`src/rtl/lsu_pkg.sv`:
```
// lsu_pkg: shared funct3 codes, byte masks, FSM states and beat helpers for the load-store controller
package lsu_pkg;

    localparam logic [2:0] F3_B  = 3'b000;
    localparam logic [2:0] F3_H  = 3'b001;
    localparam logic [2:0] F3_W  = 3'b010;
    localparam logic [2:0] F3_BU = 3'b100;
    localparam logic [2:0] F3_HU = 3'b101;

    localparam logic [3:0] BM_WORD = 4'b1111;
    localparam logic [3:0] BM_HALF = 4'b0011;
    localparam logic [3:0] BM_BYTE = 4'b0001;
    localparam logic [3:0] BM_NONE = 4'b0000;

    typedef enum logic [1:0] {IDLE, ACCESS, ERR, RESP} state_t;

    // access size in bytes minus one, which doubles as the alignment mask
    function automatic logic [1:0] size_f(input logic [2:0] funct3);
        return funct3[1:0] == 2'b10 ? 2'd3 : funct3[1:0] == 2'b01 ? 2'd1 : 2'd0;
    endfunction

    function automatic logic [2:0] beats_f(input logic [2:0] funct3, input logic [1:0] addr);
        return (addr & size_f(funct3)) != 2'd0 ? 3'(size_f(funct3)) + 3'd1 : 3'd1;
    endfunction

    function automatic logic [3:0] bmask_f(input logic [2:0] funct3);
        return size_f(funct3) == 2'd3 ? BM_WORD : size_f(funct3) == 2'd1 ? BM_HALF : BM_BYTE;
    endfunction

endpackage

```
`src/rtl/lsu_load_ext.sv`:
```
// lsu_load_ext: sign/zero extension of assembled load data by funct3
module lsu_load_ext
    import lsu_pkg::*;
(
    input  logic [2:0]  funct3,
    input  logic [31:0] data,
    output logic [31:0] result
);

    assign result = funct3 == F3_B  ? {{24{data[7]}}, data[7:0]} :
                    funct3 == F3_BU ? {24'b0, data[7:0]} :
                    funct3 == F3_H  ? {{16{data[15]}}, data[15:0]} :
                    funct3 == F3_HU ? {16'b0, data[15:0]} : data;

endmodule

```
`src/rtl/lsu_mem_ctrl.sv`:
```
// lsu_mem_ctrl: RV32 load/store initiator for a byte-masked memory, splitting misaligned accesses into byte beats
module lsu_mem_ctrl
    import lsu_pkg::*;
#(
    parameter int ADDR_W           = 11,
    parameter int DATA_W           = 32,
    parameter int SPLIT_MISALIGNED = 1
) (
    input  logic              i_clk,
    input  logic              i_reset_n,
    input  logic              i_req_valid,
    output logic              o_req_ready,
    input  logic              i_req_we,
    input  logic [2:0]        i_req_funct3,
    input  logic [31:0]       i_req_addr,
    input  logic [DATA_W-1:0] i_req_wdata,
    output logic              o_rsp_valid,
    input  logic              i_rsp_ready,
    output logic [DATA_W-1:0] o_rsp_rdata,
    output logic              o_rsp_err,
    output logic [ADDR_W-1:0] o_mem_addr,
    output logic [DATA_W-1:0] o_mem_wdata,
    output logic [3:0]        o_mem_bmask,
    output logic              o_mem_wren,
    input  logic [DATA_W-1:0] i_mem_rdata
);

    state_t state, state_n;
    logic we_q, err_q, idle, accept, f3_ok, legal, last_beat, go, b_we;
    logic [2:0] f3_q, n_q, b_f3, b_n;
    logic [1:0] k_q, b_k;
    logic [ADDR_W-1:0] addr_q, b_addr;
    logic [ADDR_W:0] last_addr;
    logic [DATA_W-1:0] wdata_q, b_wdata, acc_q, ext;

    assign idle      = state == IDLE;
    assign accept    = i_req_valid && idle;
    assign f3_ok     = i_req_funct3 inside {F3_B, F3_H, F3_W, F3_BU, F3_HU} && !(i_req_we && i_req_funct3[2]);
    assign last_addr = {1'b0, i_req_addr[ADDR_W-1:0]} + (ADDR_W+1)'(size_f(i_req_funct3));
    assign legal     = f3_ok && i_req_addr[31:ADDR_W] == '0 && !last_addr[ADDR_W] &&
                       (SPLIT_MISALIGNED != 0 || beats_f(i_req_funct3, i_req_addr[1:0]) == 3'd1);
    assign last_beat = 3'(k_q) + 3'd1 == n_q;

    always_comb begin
        state_n = state;
        case (state)
            IDLE:    state_n = accept ? (legal ? ACCESS : ERR) : IDLE;
            ACCESS:  state_n = last_beat ? RESP : ACCESS;
            ERR:     state_n = RESP;
            RESP:    state_n = i_rsp_ready ? IDLE : RESP;
            default: state_n = IDLE;
        endcase
    end

    always_ff @(posedge i_clk) begin
        if (!i_reset_n) state <= IDLE;
        else            state <= state_n;
    end

    // the next beat comes from the live request on accept, else from the latched one
    assign b_we    = idle ? i_req_we : we_q;
    assign b_f3    = idle ? i_req_funct3 : f3_q;
    assign b_addr  = idle ? i_req_addr[ADDR_W-1:0] : addr_q;
    assign b_wdata = idle ? i_req_wdata : wdata_q;
    assign b_n     = idle ? beats_f(i_req_funct3, i_req_addr[1:0]) : n_q;
    assign b_k     = idle ? 2'd0 : k_q + 2'd1;
    assign go      = idle ? accept && legal : state == ACCESS && !last_beat;

    always_ff @(posedge i_clk) begin
        if (!i_reset_n) begin
            we_q        <= 1'b0;
            err_q       <= 1'b0;
            f3_q        <= '0;
            n_q         <= '0;
            k_q         <= '0;
            addr_q      <= '0;
            wdata_q     <= '0;
            acc_q       <= '0;
            o_mem_addr  <= '0;
            o_mem_wdata <= '0;
            o_mem_bmask <= BM_NONE;
            o_mem_wren  <= 1'b0;
        end else begin
            if (accept) begin
                we_q    <= i_req_we;
                err_q   <= !legal;
                f3_q    <= i_req_funct3;
                n_q     <= beats_f(i_req_funct3, i_req_addr[1:0]);
                k_q     <= '0;
                addr_q  <= i_req_addr[ADDR_W-1:0];
                wdata_q <= i_req_wdata;
                acc_q   <= '0;
            end
            if (state == ACCESS) begin
                k_q <= k_q + 2'd1;
                if (!we_q && n_q != 3'd1) acc_q[8*k_q +: 8] <= i_mem_rdata[7:0];
                else if (!we_q)           acc_q <= i_mem_rdata;
            end
            o_mem_addr  <= go ? b_addr + ADDR_W'(b_k) : '0;
            o_mem_bmask <= go ? (b_n != 3'd1 ? BM_BYTE : bmask_f(b_f3)) : BM_NONE;
            o_mem_wdata <= go ? (b_n != 3'd1 ? DATA_W'(b_wdata[8*b_k +: 8]) : b_wdata) : '0;
            o_mem_wren  <= go && b_we;
        end
    end

    lsu_load_ext u_ext (
        .funct3 (f3_q),
        .data   (acc_q),
        .result (ext)
    );

    assign o_req_ready = idle;
    assign o_rsp_valid = state == RESP;
    assign o_rsp_err   = state == RESP && err_q;
    assign o_rsp_rdata = state == RESP && !err_q && !we_q ? ext : '0;

endmodule

```
`config.mk`:
```
export PLATFORM = sky130hd
export DESIGN_NAME = lsu_mem_ctrl
export DESIGN_NICKNAME = d
export VERILOG_FILES = /design/src/rtl/lsu_pkg.sv /design/src/rtl/lsu_load_ext.sv /design/src/rtl/lsu_mem_ctrl.sv
export SDC_FILE = /design/constraint.sdc
export NUM_CORES = 1
export LEC_CHECK = 0
export ABC_CLOCK_PERIOD_IN_PS = 3780
export BUFFER_PORTS_ARGS = -buffer_cell sky130_fd_sc_hd__buf_4
export CAP_MARGIN = 10
export CORE_MARGIN = 2
export CORE_UTILIZATION = 36
export CTS_CLUSTER_SIZE = 28
export DETAILED_ROUTE_END_ITERATION = 12
export PLACE_DENSITY = 0.61
export SYNTH_ARGS = -nofsm -noshare
export SYNTH_HDL_FRONTEND = slang
export SYNTH_HIERARCHICAL = 1
export SYNTH_SLANG_ARGS = --single-unit
```
`constraint.sdc`:
```
create_clock -name i_clk -period 3.78 [get_ports i_clk]
set_input_delay 0.567 -clock i_clk [delete_from_list [all_inputs] [get_ports i_clk]]
set_output_delay 0.567 -clock i_clk [all_outputs]
set_load 0.01 [all_outputs]
```
Word-level counts from Yosys, hierarchy flattened
Index checks and enable logic that the tools add are counted.
{ "classes": {"addsub": 6, "multipliers": 0, "div_mod_pow": 0, "n_lt_le_gt_ge": 0, "n_eq_ne": 19, "shifts": 3, "n_mux": 34, "n_bitwise": 3, "reduce_logical": 27} }
{ "ops": {"columns": ["operator", "count"], "rows": [
  ["32-bit two-way mux", 11],
  ["5-bit negation with 34-bit output", 1],
  ["8-bit by 34-bit variable shift with 32-bit output, first input constant", 1],
  ["8-bit by 34-bit indexed part select with 32-bit output", 1],
  ["32-bit bitwise mux", 1],
  ["32-bit by 6-bit indexed part select with 8-bit output", 1],
  ["2-bit two-way mux", 11],
  ["21-bit zero test", 1],
  ["11-bit by 2-bit adder with 12-bit output", 1],
  ["3-bit equality test, second input constant", 4],
  ["1-bit logical AND", 12],
  ["11-bit by 2-bit adder with 11-bit output", 1],
  ["11-bit two-way mux", 1],
  ["2-bit equality test, second input constant", 5],
  ["2-bit by 1-bit equality test with 1-bit output, second input constant", 4],
  ["8-bit two-way mux", 1],
  ["2-bit case mux with 4 select lines", 1],
  ["2-bit by 1-bit adder with 3-bit output, second input constant", 2],
  ["3-bit by 1-bit equality test with 1-bit output, second input constant", 2],
  ["1-bit zero test", 6],
  ["3-bit zero test", 2],
  ["3-bit two-way mux", 2],
  ["3-bit by 1-bit inequality test with 1-bit output, second input constant", 2],
  ["1-bit two-way mux", 5],
  ["11 further kinds", 13]
]} }
{ "word_totals": {"ff_bits": 135, "latch_bits": 0, "mem_bits_rw": 0, "mem_bits_ro": 0, "inputBits": 104, "output_inout_bits": 83, "elab_cells": 107, "mem_count": 0} }

Longest topological paths before layout
Gate-level depths: netlist of the first run.
{ "depth": {"ltp_word": 10, "mapped_depth": 13, "depth_no_buf": 10} }

Cells and area by module
The synthesis of the first run kept the hierarchy.
{ "modules_own_cells": {"columns": ["mod", "instances", "cells_each", "area_per_inst_um2", "seq_area_each_um2"], "rows": [
  ["lsu_mem_ctrl", 1, 733, 6471.2, 2682.6],
  ["lsu_load_ext", 1, 67, 364.1, 0.0]
]} }

Worst setup path before layout of the first run
Ideal clock, no wire load.
{ "synth_path": {"path_type": "reg-to-reg", "from": "register k_q[0]", "to": "register o_mem_addr[10]", "setup_time_ns": 0.135, "arrival_ns": 3.101, "required_time_ns": 3.645, "slack_ns": 0.544, "stages_incl_launch_ff": 13, "path_buffers": 4, "period_less_slack_ns": 3.236, "cell_sequence": "dfxtp_1 clkbuf_1 inv_2 clkbuf_1 ha_1 clkbuf_1 buf_2 and2_1 inv_2 fa_1 a221oi_1 and4_1 a211oi_1"} }
{ "synth_between": {"elab_chain_cells": 6, "word_cells_on_any_way": 9, "cone_classes": "add/sub: 3; eq/ne: 1; mux: 2; reduce/logical: 3"} }
{ "synth_lines": {"columns": ["item", "line", "source"], "rows": [
  ["start: declaration", "lsu_mem_ctrl.sv:31", "logic [1:0] k_q, b_k;"],
  ["start signal: assignment", "lsu_mem_ctrl.sv:95", "k_q <= k_q + 2'd1;"],
  ["branches (longest 6 deep; another with 11-bit by 2-bit adder with 11-bit output)", null, null],
  ["end signal: assignment", "lsu_mem_ctrl.sv:99", "o_mem_addr <= go ? b_addr + ADDR_W'(b_k) : '0;"],
  ["end: declaration", "lsu_mem_ctrl.sv:21", "output logic [ADDR_W-1:0] o_mem_addr,"]
]} }
Several ways; the timed one is not identified.
A chain may end at the register's enable or synchronous reset.

Worst setup path after layout of the first run
Ends and elaborated chain as after synthesis.

==> impl_metrics.env, run 1 <==
export IMPL_status="finished clean"
export IMPL_initial_utilization=0.367
export IMPL_cap_viol_max_count=0
export IMPL_synth_top_cell_area_share=0.392
export IMPL_dieWidth_um=142
export IMPL_avgSynthCellArea_um2=8.54
export IMPL_r2r_start="k_q[0]$_SDFFE_PN0P_"
export IMPL_rows=50
export IMPL_rr_endpoint="o_mem_addr[10]$_SDFF_PN0_"
export IMPL_p_leak_nw=3.75
export IMPL_synth_compound_area_frac=0.264
export IMPL_p_per_area_nw_per_um2=451
export IMPL_crit_arrival_ns=3.13
export IMPL_synthesis_instances=800
export IMPL_hpwlAfterDp_um=14500
export IMPL_fin_skew_ns=0.00739
export IMPL_ctsRootBufferMaster="clkbuf_16"
export IMPL_endpoint="o_mem_addr[10]$_SDFF_PN0_"
export IMPL_ir_worst_vdd_uv=333
export IMPL_synthesis_nets=919
export IMPL_clkTransAtPathRegs_ns=0.06
export IMPL_seq_power_share=0.388
export IMPL_wirelength_um=21200
export IMPL_p_clk_frac=0.405
export IMPL_met2_usage=0.339
export IMPL_grt_remaining_overflow=0
export IMPL_rrSetupSlack_ns=0.92
export IMPL_cts_hold_buf=0
export IMPL_crit_path_start_kind="flip-flop"
export IMPL_fmax_mhz=349
export IMPL_fin_crit_sh=0.757
export IMPL_setup_viol=0
export IMPL_final_common_cell="buf_4"
export IMPL_fin_cells=1196
export IMPL_layout_drive_gt1_share=0.275
export IMPL_grt_busiest_layer="met2"
export IMPL_vias=6394
export IMPL_yosys_register_bits=134
export IMPL_cts_made_buffers=17
export IMPL_min_path_type="in -> reg"
export IMPL_crit_type="reg -> reg"
export IMPL_synth_top_flop_cell="dfxtp_1"
export IMPL_slew_viol_final=0
export IMPL_worst_pin_slew_ns=0.901
export IMPL_grt_max_degree=88
export IMPL_cts_setup_buffers=0
export IMPL_synth_top_family_by_area="compound AO/OA/AOI/OAI gates"
export IMPL_slew_headroom=0.398
export IMPL_hold_violations=0
export IMPL_dr_pass1_iters=5
export IMPL_wl_per_cell_um=17.7
export IMPL_synth_mux_area_frac=0.0615
export IMPL_ys_warn_count=6
export IMPL_synth_largest_area_cell="dfxtp_1"
export IMPL_areaGrowthSynthToFinish_pct=30.0
export IMPL_clockBufferDepth=2
export IMPL_synthTopCellsByArea="dfxtp_1 39%, nand2_1 9.0%, a21boi_1 5.5%"
export IMPL_synth_edf_count=0
export IMPL_synthXorXnorAreaFrac=0.00897
export IMPL_ys_seq_area_frac=0.392
export IMPL_io_pins=187
export IMPL_critPathMaxFanout=14
export IMPL_timing_hold_ws_ns=0.399
export IMPL_final_nets=1070
export IMPL_power_internal_mw=2.81
export IMPL_cts_resized=0
export IMPL_setup_worst_path_start="k_q[0]$_SDFFE_PN0P_"
export IMPL_viasPerCell=5.35
export IMPL_synth_distinct_cells=62
export IMPL_antenna_left=0
export IMPL_track_usage=0.209
export IMPL_n_antenna_cell=0
export IMPL_h_tree_depth=4
export IMPL_sw_frac_of_total=0.299
export IMPL_grt_util_met1=0.279
export IMPL_synth_adder_area_share=0.0286
export IMPL_cp_required_ns=4.04
export IMPL_netlist_area_um2=6840
export IMPL_drt_initial_drc_count=362
export IMPL_reg2reg_depth=8
export IMPL_routabilityCongestion=0.799
export IMPL_clock_latency_ns=0.42
export IMPL_drcViolationCount=0
export IMPL_grt_pass1_wl_um=32700
export IMPL_rsz0062_at_grt="false"
export IMPL_antenna_found_initial=0
export IMPL_post_route_min_period_ns=2.86
export IMPL_tns_ns=0
export IMPL_synth_async_reset_ratio=0
export IMPL_grt_pass1_vias=6053
export IMPL_netSwitchingPower_mw=1.20
export IMPL_dieArea_um2=20100
export IMPL_yosys_area_share_simple=0.188
export IMPL_die_y_um=142
export IMPL_grtUsageMet3=0.0510
export IMPL_cts_tree="done"
export IMPL_core_area_um2=18600
export IMPL_place_inst=1166
export IMPL_combPwrFrac=0.208
export IMPL_port_buffer_count=186
export IMPL_layout_common_cells="201 x buf_4, 164 x nand2_1, 134 x dfxtp_1"
export IMPL_cts_sinks=134
export IMPL_setup_worst_path_end_class="flip-flop"
[worst max-delay path, stage by stage, from the launching register on]
cell and delay, ns:
dfxtp_1 0.34, inv_2 0.13, ha_1 0.61, and2_1 0.24, inv_2 0.05, fa_1 0.48
a221oi_1 0.53, and4_1 0.29, a211oi_1 0.04
[state kept, by name, summed over array words and instances (netlist names)]
name	cells
state	2
f3_q	3
o_mem_addr	11
o_mem_bmask	3
we_q	1
k_q	2
acc_q	32
n_q	3
wdata_q	32
o_mem_wdata	32
o_mem_wren	1
err_q	1
addr_q	11
[power groups by stage]
stage | registers, mW | logic (mW) | clock network, mW
2_1_floorplan | 1.57 | 0.537 | 0
3_3_place_gp | 1.59 | 0.827 | 0
3_5_place_dp | 1.58 | 0.831 | 0
4_1_cts | 1.55 | 0.835 | 1.65
5_1_grt | 1.56 | 0.908 | 1.72
6_report | 1.55 | 0.833 | 1.62
[through the flow]
step / utilization / power (mW) / worst slack [ns] / cell area, um^2
after floorplan: - / 2.11 / 0.544 / 6840
after global placement: 0.446 / 2.41 / 0.700 / 8320
after detailed placement: 0.446 / 2.42 / 0.648 / 8320
after CTS: 0.477 / 4.04 / 0.883 / 8890
after global routing: 0.477 / 4.19 / 0.646 / 8890
final: 0.477 / 4.01 / 0.918 / 8890
[how the worst min path moves through the flow]
| stage | from | to | slack, ns | cells after the start |
|---|---|---|---|---|
| 2_1_floorplan | addr_q[10]$_SDFFE_PN0P_ | addr_q[10]$_SDFFE_PN0P_ | 0.43 | 2 |
| 3_3_place_gp | addr_q[10]$_SDFFE_PN0P_ | addr_q[10]$_SDFFE_PN0P_ | 0.44 | 2 |
| 3_5_place_dp | addr_q[10]$_SDFFE_PN0P_ | addr_q[10]$_SDFFE_PN0P_ | 0.45 | 2 |
| 4_1_cts | i_req_wdata[25] | wdata_q[25]$_SDFFE_PN0P_ | 0.38 | 3 |
| 5_1_grt | i_req_wdata[21] | wdata_q[21]$_SDFFE_PN0P_ | 0.38 | 3 |
| 6_report | i_req_wdata[25] | wdata_q[25]$_SDFFE_PN0P_ | 0.40 | 3 |
[cells in the mapped netlist (all sizes together) (2+ instances only)]
cell type,count
a22oi,2
xnor2,5
a31oi,3
nor2,12
and2,35
nand2,164
a2bb2oi,8
a21boi,51
ha,14
and4,3
nor2b,13
a211oi,59
o22ai,7
o21a,2
clkbuf,38
o211ai,4
nand3,7
a21oi,40
nand4,2
or3b,3
nor3,5
mux2i,34
buf,32
or2,2
a221oi,4
and3,4
nand4bb,2
inv,10
nor4,6
dfxtp,134
xor2,2
nor3b,5
mux2,6
o21ai,59
a32oi,8
[layer usage]
layer | wire, um | share of wire | vias to the layer above
met5 | 0 | 0 | -
met4 | 259 | 0.012 | 0
met3 | 1180 | 0.056 | 18
met2 | 10000 | 0.47 | 192
met1 | 9690 | 0.46 | 3052
li1 | - | - | 3132
[area by class of cell]
cell class / instances / area [um^2]
Fill cell: 1851 / 9760
Inverter: 10 / 37.5
Tap cell: 234 / 293
Clock buffer: 18 / 439
Clock inverter: 12 / 131
Sequential cell: 134 / 2680
Multi-Input combinational cell: 586 / 3770
Timing Repair Buffer: 202 / 1530
[cell families after synthesis]
family / after synthesis
simple gates: 268
buf+inv: 80
fa+ha+maj: 15
compound gates: 256
mux: 40
flops: 134
xor+xnor: 7
Note: power is estimated with default switching activity, not from simulation.
==> inputs of run 2 (changes only) <==
--- a/config.mk
+++ b/config.mk
@@ -5,14 +5,14 @@
 export SDC_FILE = /design/constraint.sdc
 export NUM_CORES = 1
 export LEC_CHECK = 0
-export ABC_CLOCK_PERIOD_IN_PS = 3780
+export ABC_CLOCK_PERIOD_IN_PS = 2490
 export BUFFER_PORTS_ARGS = -buffer_cell sky130_fd_sc_hd__buf_4
 export CAP_MARGIN = 10
 export CORE_MARGIN = 2
 export CORE_UTILIZATION = 36
 export CTS_CLUSTER_SIZE = 28
 export DETAILED_ROUTE_END_ITERATION = 12
-export PLACE_DENSITY = 0.61
+export PLACE_DENSITY = 0.64
 export SYNTH_ARGS = -nofsm -noshare
 export SYNTH_HDL_FRONTEND = slang
 export SYNTH_HIERARCHICAL = 1
==> constraint.sdc (replaced) <==
create_clock -name i_clk -period 2.49 [get_ports i_clk]
set_input_delay 0.3735 -clock i_clk [delete_from_list [all_inputs] [get_ports i_clk]]
set_output_delay 0.3735 -clock i_clk [all_outputs]
set_load 0.01 [all_outputs]
==> run 2 against run 1 <==
Effect of this change:
- sequential cell count stayed put
- die area stayed put
- clock skew is 0.0058 ns higher
- critical path depth is 2 lower
- setup slack worse by 0.77 ns
- hold slack worse by 0.20 ns
- non-clock buffer count is 18 higher
- first-iteration DRC count is 12% higher
- wire length is 0.18% higher
- combinational power is 58% higher
- final area is 3.2% higher
==> impl_metrics.env, run 2 (synthesized netlist as in run 1, its figures left out) <==
export IMPL_status="finished clean"
export IMPL_power_internal_mw=4.56
export IMPL_port_buffer_count=186
export IMPL_critPathMaxFanout=32
export IMPL_crit_arrival_ns=1.97
export IMPL_cts_hold_buf=0
export IMPL_antenna_found_initial=0
export IMPL_clock_latency_ns=0.42
export IMPL_routabilityCongestion=0.834
export IMPL_initial_utilization=0.367
export IMPL_sw_frac_of_total=0.290
export IMPL_setup_viol=0
export IMPL_setup_worst_path_end_class="output port"
export IMPL_clockBufferDepth=2
export IMPL_n_antenna_cell=0
export IMPL_combPwrFrac=0.206
export IMPL_antenna_left=0
export IMPL_crit_type="reg -> out"
export IMPL_dr_pass1_iters=5
export IMPL_p_per_area_nw_per_um2=701
export IMPL_layout_drive_gt1_share=0.295
export IMPL_dieWidth_um=142
export IMPL_rsz0062_at_grt="false"
export IMPL_cap_viol_max_count=0
export IMPL_hold_violations=0
export IMPL_drt_initial_drc_count=405
export IMPL_dieArea_um2=20100
export IMPL_timing_hold_ws_ns=0.203
export IMPL_cts_sinks=134
export IMPL_pre_cts_ws_ns=-0.0868
export IMPL_fin_skew_ns=0.0132
export IMPL_wirelength_um=21200
export IMPL_h_tree_depth=4
export IMPL_cp_required_ns=2.12
export IMPL_post_route_min_period_ns=2.34
export IMPL_worst_pin_slew_ns=0.678
export IMPL_fin_ws_ns=0.148
export IMPL_dpl_cell_area_um2=8520
export IMPL_vias=6520
export IMPL_fin_crit_sh=0.940
export IMPL_grt_pass1_wl_um=33000
export IMPL_slew_viol_final=0
export IMPL_rows=50
export IMPL_reg_top3="acc_q (32), o_mem_wdata (32), wdata_q (32)"
export IMPL_p_clk_frac=0.428
export IMPL_crit_path_start_kind="flip-flop"
export IMPL_track_usage=0.209
export IMPL_fillCellCount=1807
export IMPL_ctsRootBufferMaster="clkbuf_16"
export IMPL_die_y_um=142
export IMPL_drcViolationCount=0
export IMPL_final_nets=1088
export IMPL_slew_headroom=0.545
export IMPL_grt_max_degree=67
export IMPL_ir_worst_vdd_uv=464
export IMPL_grt_pass1_vias=6155
export IMPL_final_util=0.492
export IMPL_min_path_type="in -> reg"
export IMPL_cts_made_buffers=17
export IMPL_core_area_um2=18600
export IMPL_netSwitchingPower_mw=1.86
export IMPL_grt_remaining_overflow=0
export IMPL_viasPerCell=5.36
export IMPL_io_pins=187
export IMPL_hpwlAfterDp_um=14700
export IMPL_p_leak_nw=3.90
export IMPL_areaGrowthSynthToFinish_pct=34.1
export IMPL_wl_per_cell_um=17.4
export IMPL_layout_common_cells="215 x buf_4, 164 x nand2_1, 133 x dfxtp_1"
export IMPL_design_area_um2=9170
export IMPL_final_common_cell="buf_4"
export IMPL_seq_power_share=0.367
export IMPL_fmax_mhz=427
export IMPL_clkTransAtPathRegs_ns=0.06
export IMPL_cts_tree="done"
-- run 2: changes by cell type in the layout (fill, tap and decap cells not counted), sizes merged --
cell / before / now
inv: 11 / 13
clkinv: 5 / 2
clkbuf: 18 / 19
bufinv: 2 / 4
buf: 202 / 220
-- run 2: cell type report --
class | instances | area (um^2) | share of cell area
Clock inverter | 13 | 194 | 0.0212
Multi-Input combinational cell | 586 | 3800 | 0.415
Tap cell | 234 | 293 | 0.0319
Clock buffer | 19 | 453 | 0.0494
Timing Repair Buffer | 220 | 1710 | 0.186
Inverter | 10 | 37.5 | 0.00409
Sequential cell | 134 | 2680 | 0.293
-- run 2: repair_timing --
| item | 4_1_cts | 5_1_grt |
|---|---|---|
| gates resized for setup | 0 | 2 |
| setup buffers | 0 | 0 |
| setup endpoints to repair | 0 | 2 |
-- run 2: worst max-delay path, cell delays in order, from the launching register on --
cell     delay [ns]
dfxtp_1        0.32
buf_4          0.23
and2_1         0.24
nor3b_2        0.22
buf_6          0.23
and2_1         0.19
buf_4          0.13
-- run 2: through the flow --
stage / total power, mW / TNS [ns] / std cells
after floorplan: 3.24 / -0.00213 / 800
after global placement: 3.71 / -0.159 / 1184
after detailed placement: 3.72 / -0.811 / 1184
after CTS: 6.47 / 0 / 1216
after global routing: 6.70 / 0 / 1216
final: 6.43 / 0 / 1216
-- run 2: path summary, 6_finish.rpt --
| kind | cells past startpoint | slack [ns] | startpoint | endpoint |
|---|---|---|---|---|
| worst max-delay path | 6 | 0.15 | state[1]$_SDFF_PN0_ | o_rsp_rdata[0] |
| worst max register to register | 10 | 0.25 | state[1]$_SDFF_PN0_ | o_mem_addr[10]$_SDFF_PN0_ |
| worst min-delay path | 3 | 0.20 | i_req_wdata[22] | wdata_q[22]$_SDFFE_PN0P_ |
| worst min register to register | 2 | 0.45 | addr_q[10]$_SDFFE_PN0P_ | addr_q[10]$_SDFFE_PN0P_ |
-- run 2: power groups by stage --
stage / combinational [mW] / clock (mW) / sequential (mW)
after floorplan: 0.846 / 0 / 2.39
after CTS: 1.32 / 2.79 / 2.36
after global placement: 1.31 / 0 / 2.40
final: 1.32 / 2.75 / 2.36
after detailed placement: 1.31 / 0 / 2.40
after global routing: 1.44 / 2.89 / 2.37
-- run 2: routing by layer --
layer	vias up	GRT usage	routed length, um
li1	3172	-	-
met1	3131	0.275	9450
met2	187	0.340	10200
met3	30	0.0432	1110
met4	0	0.0753	454
met5	-	0	0
